==> config.mk <==
export PLATFORM = sky130hd
export DESIGN_NAME = tensor_cpu_seq
export DESIGN_NICKNAME = d
export VERILOG_FILES = /design/src/rtl/tensor_cpu_seq.sv
export SDC_FILE = /design/constraint.sdc
export NUM_CORES = 1
export LEC_CHECK = 0
export ABC_CLOCK_PERIOD_IN_PS = 7800
export BUFFER_PORTS_ARGS = -buffer_cell sky130_fd_sc_hd__buf_4
export CORE_MARGIN = 2
export CORE_UTILIZATION = 58
export DETAILED_ROUTE_END_ITERATION = 10
export PLACE_DENSITY = 0.8
export SKIP_CTS_REPAIR_TIMING = 1
export SLEW_MARGIN = 30
export SYNTH_ARGS = -nofsm -noshare
export SYNTH_HDL_FRONTEND = slang
export SYNTH_SLANG_ARGS = --single-unit
==> constraint.sdc <==
create_clock -name clock_in -period 7.8 [get_ports clock_in]
set_input_delay 0.39 -clock clock_in [delete_from_list [all_inputs] [get_ports clock_in]]
set_output_delay 0.39 -clock clock_in [all_outputs]
set_load 0.02 [all_outputs]
==> src/rtl/tensor_cpu_seq.sv <==
// rtl/tensor_cpu_seq.sv - scalar/tensor CPU with sequential N x N matrix-multiply engine
//
// Ports:
//   clock_in            sole clock, rising edge
//   reset_in            synchronous active-high reset
//   current_instruction [31:24] dst/taddr, [23:16] src1/imm, [15:8] src2, [7:0] opcode
//   instr_valid_in      instruction present
//   instr_ready_out     block can accept (IDLE and not in reset)
//   cpu_output          last scalar value written
//   output_valid_out    one-cycle pulse when cpu_output updates
//   busy_out            matmul in progress
//   done_out            one-cycle pulse when a matmul completes
//
// Optional feature: define TENSOR_ACCUMULATE_EN to make MATMUL accumulate into C
// (C += A*B) instead of overwriting it.

module tensor_cpu_seq #(
    parameter int WIDTH    = 8,
    parameter int N        = 4,
    parameter int NUM_REGS = 16
) (
    input  logic             clock_in,
    input  logic             reset_in,
    input  logic [31:0]      current_instruction,
    input  logic             instr_valid_in,
    output logic             instr_ready_out,
    output logic [WIDTH-1:0] cpu_output,
    output logic             output_valid_out,
    output logic             busy_out,
    output logic             done_out
);

    localparam int TSIZE   = 3 * N * N;
    localparam int TADDR_W = $clog2(TSIZE);
    localparam int RIDX_W  = $clog2(NUM_REGS);
    localparam int CNT_W   = $clog2(N);

    localparam logic [7:0] OP_ADD    = 8'd0;
    localparam logic [7:0] OP_SUB    = 8'd1;
    localparam logic [7:0] OP_AND    = 8'd2;
    localparam logic [7:0] OP_OR     = 8'd3;
    localparam logic [7:0] OP_LI     = 8'd4;
    localparam logic [7:0] OP_ADDI   = 8'd5;
    localparam logic [7:0] OP_TLOAD  = 8'd6;
    localparam logic [7:0] OP_TREAD  = 8'd7;
    localparam logic [7:0] OP_MATMUL = 8'd8;

    typedef enum logic {IDLE, MAT} state_t;

    state_t state, state_next;

    logic [WIDTH-1:0] regs [NUM_REGS];
    logic [WIDTH-1:0] tens [TSIZE];

    logic [CNT_W-1:0] row, col;

    logic [7:0] f_dst, f_src1, f_src2, f_op;
    logic [WIDTH-1:0] imm, rd1, rd2, tread_val;
    logic [WIDTH-1:0] result;
    logic             scalar_wr;
    logic             accept;
    logic             last_elem;
    logic             t_wr_in_range, t_rd_in_range;
    logic [WIDTH-1:0] mac;
    logic [WIDTH-1:0] c_val;
    logic [TADDR_W-1:0] c_idx, a_idx, b_idx;

    assign f_dst  = current_instruction[31:24];
    assign f_src1 = current_instruction[23:16];
    assign f_src2 = current_instruction[15:8];
    assign f_op   = current_instruction[7:0];

    assign imm = WIDTH'(f_src1);
    assign rd1 = regs[f_src1[RIDX_W-1:0]];
    assign rd2 = regs[f_src2[RIDX_W-1:0]];

    // Addresses at or beyond 3*N*N are dead: writes dropped, reads yield zero.
    assign t_wr_in_range = int'(f_dst)  < TSIZE;
    assign t_rd_in_range = int'(f_src1) < TSIZE;
    assign tread_val     = t_rd_in_range ? tens[f_src1[TADDR_W-1:0]] : '0;

    assign instr_ready_out = (state == IDLE) && !reset_in;
    assign accept          = instr_valid_in && instr_ready_out;
    assign busy_out        = (state == MAT);
    assign last_elem       = (row == CNT_W'(N - 1)) && (col == CNT_W'(N - 1));

    always_comb begin
        result    = '0;
        scalar_wr = 1'b1;
        case (f_op)
            OP_ADD:   result = rd1 + rd2;
            OP_SUB:   result = rd1 - rd2;
            OP_AND:   result = rd1 & rd2;
            OP_OR:    result = rd1 | rd2;
            OP_LI:    result = imm;
            OP_ADDI:  result = rd2 + imm;
            OP_TREAD: result = tread_val;
            default:  scalar_wr = 1'b0;
        endcase
    end

    // Dot product of row `row` of A with column `col` of B, truncated to WIDTH.
    always_comb begin
        mac   = '0;
        a_idx = '0;
        b_idx = '0;
        for (int k = 0; k < N; k++) begin
            a_idx = TADDR_W'(int'(row) * N + k);
            b_idx = TADDR_W'(N * N + k * N + int'(col));
            mac   = mac + WIDTH'(tens[a_idx] * tens[b_idx]);
        end
    end

    assign c_idx = TADDR_W'(2 * N * N + int'(row) * N + int'(col));

`ifdef TENSOR_ACCUMULATE_EN
    assign c_val = tens[c_idx] + mac;
`else
    assign c_val = mac;
`endif

    always_comb begin
        state_next = state;
        case (state)
            IDLE:    if (accept && f_op == OP_MATMUL) state_next = MAT;
            MAT:     if (last_elem) state_next = IDLE;
            default: state_next = IDLE;
        endcase
    end

    always_ff @(posedge clock_in) begin
        if (reset_in) state <= IDLE;
        else          state <= state_next;
    end

    always_ff @(posedge clock_in) begin
        if (reset_in) begin
            for (int r = 0; r < NUM_REGS; r++) regs[r] <= '0;
            for (int t = 0; t < TSIZE; t++)    tens[t] <= '0;
            row              <= '0;
            col              <= '0;
            cpu_output       <= '0;
            output_valid_out <= 1'b0;
            done_out         <= 1'b0;
        end else begin
            output_valid_out <= 1'b0;
            done_out         <= 1'b0;
            if (accept && scalar_wr) begin
                regs[f_dst[RIDX_W-1:0]] <= result;
                cpu_output              <= result;
                output_valid_out        <= 1'b1;
            end
            if (accept && f_op == OP_TLOAD && t_wr_in_range)
                tens[f_dst[TADDR_W-1:0]] <= imm;
            // No instruction is accepted in MAT, so this never collides with TLOAD.
            if (state == MAT) begin
                tens[c_idx] <= c_val;
                if (last_elem) begin
                    row      <= '0;
                    col      <= '0;
                    done_out <= 1'b1;
                end else if (col == CNT_W'(N - 1)) begin
                    col <= '0;
                    row <= row + 1'b1;
                end else begin
                    col <= col + 1'b1;
                end
            end
        end
    end

endmodule

==> metrics.log <==
[metrics] RSZ-0062 raised after global routing: yes
[metrics] total number of yosys warnings: 0
[metrics] cell leakage power: 15.4 nW
[metrics] overall track demand over capacity in global routing: 31.3%
[metrics] Avg Synthesized Cell Area: 14.3 um2
[metrics] outcome: complete, but fails checks
[metrics] tightest slew margin relative to the limit: 30.8%
[metrics] slew at the pin with the worst max-slew slack: 1030 ps
[metrics] WP data required: 8180 ps
[metrics] Initial Util: 58.4%
[metrics] largest net degree at the start of global routing: 98
[metrics] largest buffer count on any clock path: 3
[metrics] portion of synthesized cell area occupied by the leading cell type: 53.6%
[metrics] Total Wirelength: 98,700 um
[metrics] clock tree from TritonCTS: done
[metrics] area of combinational cells with multiple inputs: 15,800 um2
[metrics] Layout Skew: 74.2 ps
[metrics] post-synthesis register bit count: 657
[metrics] via count of the first global-routing pass: 23,200
[metrics] Die Height: 253 um
[metrics] floorplan row count: 91
[metrics] clock buffer count from CTS: 70
[metrics] global-route wire length before repair: 145,000 um
[metrics] antenna violation net count after detailed routing: 0
[metrics] top-count cell post-synth: edfxtp_1
[metrics] Die Area: 63,800 um2
[metrics] reported max-cap violation count: 0
[metrics] Layout area overhead: 14.4%
[metrics] die extent in x: 253 um
[metrics] # fillers: 3,977
[metrics] average wire length per cell after detail routing: 27.5 um
[metrics] I/O pin total: 47
[metrics] FF/Latch Area: 19,600 um2
[metrics] highest cell delay on the worst timing path: 560 ps
[metrics] final global-route overflow total: 0
[metrics] Slew Viols, Final: 0
[metrics] synth cell count leaders: edfxtp_1 (640), nor2_1 (535), mux4_2 (302), inv_1 (140), nand2_1 (140)
[metrics] post-route core utilization: 66.8%
[metrics] Synth cell types: 55
[metrics] violated checks: negative setup slack
[metrics] number of sinks on the clock net: 657
[metrics] kind of launch point of the worst setup path: flop
[metrics] number of antenna violations at the first check in global routing: 1
[metrics] hold crit path type: input port to flop
[metrics] most area-consuming cells after synthesis: edfxtp_1 (54%), mux4_2 (19%), nor2_1 (5.6%), fa_1 (4.1%), ha_1 (3.4%)
[metrics] global placer's final weighted congestion: 1.03
[metrics] final number of hold-violating endpoints: 0
[metrics] H-Tree Level Count: 3
[metrics] vias post-DR: 23,200
[metrics] Synth Flop Type: edfxtp_1
[metrics] latest clock arrival within the worst-skew pair: 650 ps
[metrics] leading area contributor after synthesis: edfxtp_1
[metrics] power density over the cells: 218 nW/um2
[metrics] Avg Vias per Cell: 6.47
[metrics] kind of critical path: flop to flop
[metrics] sequential fraction of the synthesis area: 54.6%
[metrics] worst-path fanout max: 5
[metrics] violation count after the first detailed-routing iteration: 3,351
[metrics] remaining design rule violation count: 0
[metrics] maximum resistive drop on vdd: 0.218 mV
[metrics] worst path setup slack after routing: -37.5 ps
[metrics] Critical Path Most Common Cell: fa_1
[metrics] count of flip-flops with a built-in enable after synthesis: 640
[metrics] netlist area before placement: 35,800 um2
[metrics] clock root buffer: clkbuf_16
[metrics] maximum achievable frequency: 128 MHz
[metrics] shortest clock period the worst path allows after layout: 7840 ps
[metrics] placeable core region: 61,400 um2
[metrics] CP max stage cell: fa_1
[metrics] share of post-route cells with drive strength above 1: 24.5%
[metrics] antenna cells: 0
[metrics] Detailed Place HPWL: 69,700 um
[metrics] cells after synthesis: 2,506
[metrics] number of nets at the end of the flow: 2,946
[metrics] clk slew on worst S/H paths: 60 ps
[metrics] worst-case hold slack: 209 ps
[metrics] crit end category: flop
[metrics] final setup violation count: 13
[metrics] router iterations before antenna repair: 6
[metrics] final critical-path share of the clock period: 100%
[metrics] Async SR Flop Fraction: 0%
[metrics] PortBufs: 42
[metrics] CP arrival: 8220 ps
where the power goes:
part,leakage (nW),total [mW],switching (mW),internal [mW]
Clock,1.14,3.40,1.46,1.94
Combinational,7.55,1.45,0.804,0.644
Sequential,6.67,4.07,0.0647,4.00
cells by family after synthesis:
kind of cell               Yosys count  share of synthesized area (%)
xor gates and xnor gates            76                           1.92
muxes                              344                           20.3
DFF                                657                           54.6
other                                1                         0.0105
buffers and inverters              296                           3.46
adders and majority gates          170                           7.48
and+or+nand+nor                    887                           10.8
AOI/OAI and AO/OA                   75                           1.53
through the flow:
stage	cell area [um2]	cells	setup slack [ps]	TNS, ps	total power [mW]
after floorplan	36300	2633	12.2	0	5.05
after global placement	38000	3426	-231	-6230	5.46
after detailed placement	38000	3426	-251	-6600	5.50
after CTS	40400	3554	-288	-8100	8.85
after global routing	41000	3587	-192	-4740	9.15
final	41000	3587	-37.5	-258	8.92
final cells by class:
| class | instances | share of cell area (%) |
|---|---|---|
| Clock buffer | 93 | 4.63 |
| Clock inverter | 35 | 1.14 |
| Inverter | 141 | 1.30 |
| Multi-Input combinational cell | 1680 | 38.6 |
| Sequential cell | 657 | 47.8 |
| Tap cell | 790 | 2.41 |
| Timing Repair Buffer | 191 | 4.17 |
placed cells by master, fill, tap and decap left out, types with 6 or more instances in the layout:
master	instances
edfxtp_1	640
nor2_1	527
mux4_2	303
buf_4	161
nand2_1	138
inv_1	135
conb_1	128
ha_1	94
and2_1	75
fa_1	73
clkbuf_16	73
nand2b_1	67
xnor2_1	62
mux2i_1	20
clkbuf_1	17
a21oi_1	16
mux2_2	15
dfxtp_1	12
buf_12	12
and2_4	11
xor2_1	11
nor2_4	11
clkinv_2	11
buf_6	11
nand3_1	10
nor3_1	10
a211oi_1	10
o21bai_1	9
clkinv_1	9
o21ai_1	8
nor2b_1	6
nor2_2	6
a222oi_1	6
bufinv_16	6
clkbuf_8	6
per-layer routing:
metal	up-vias	global-route usage [%]	wire length, um
li1	9521	-	-
met1	11700	42.5	34800
met2	1761	49.5	46800
met3	269	7.99	13000
met4	2	11.8	4150
met5	-	0	12
state kept, by name, summed over array words and instances, names as in the netlist, named ones only:
register          count
col                   2
output_valid_out      1
busy_out              1
regs                128
tens                512
cpu_output            8
done_out              1
row                   2
final timing paths:
kind / start / endpoint / slack [ps] / cells after the start
worst max-delay path: col[0]$_SDFFE_PP0P_ / tens[43][7]$_SDFFCE_PN0P_ / -40 / 28
worst min-delay path: current_instruction[2] / busy_out$_SDFF_PP0_ / 210 / 4
worst max register to register: col[0]$_SDFFE_PP0P_ / tens[43][7]$_SDFFCE_PN0P_ / -40 / 28
worst min register to register: cpu_output[2]$_SDFFE_PP0P_ / cpu_output[2]$_SDFFE_PP0P_ / 500 / 2
critical path, delay by kind of cell (launching register included):
kind                       cells  cell delay (ps)
and+or+nand+nor                4              480
AOI/OAI and AO/OA              2              450
adders and majority gates      9             4230
muxes                          1              530
xor gates and xnor gates       4              880
DFF                            1              390
buffers and inverters          8              660
Note: power is estimated with default switching activity, not from simulation.
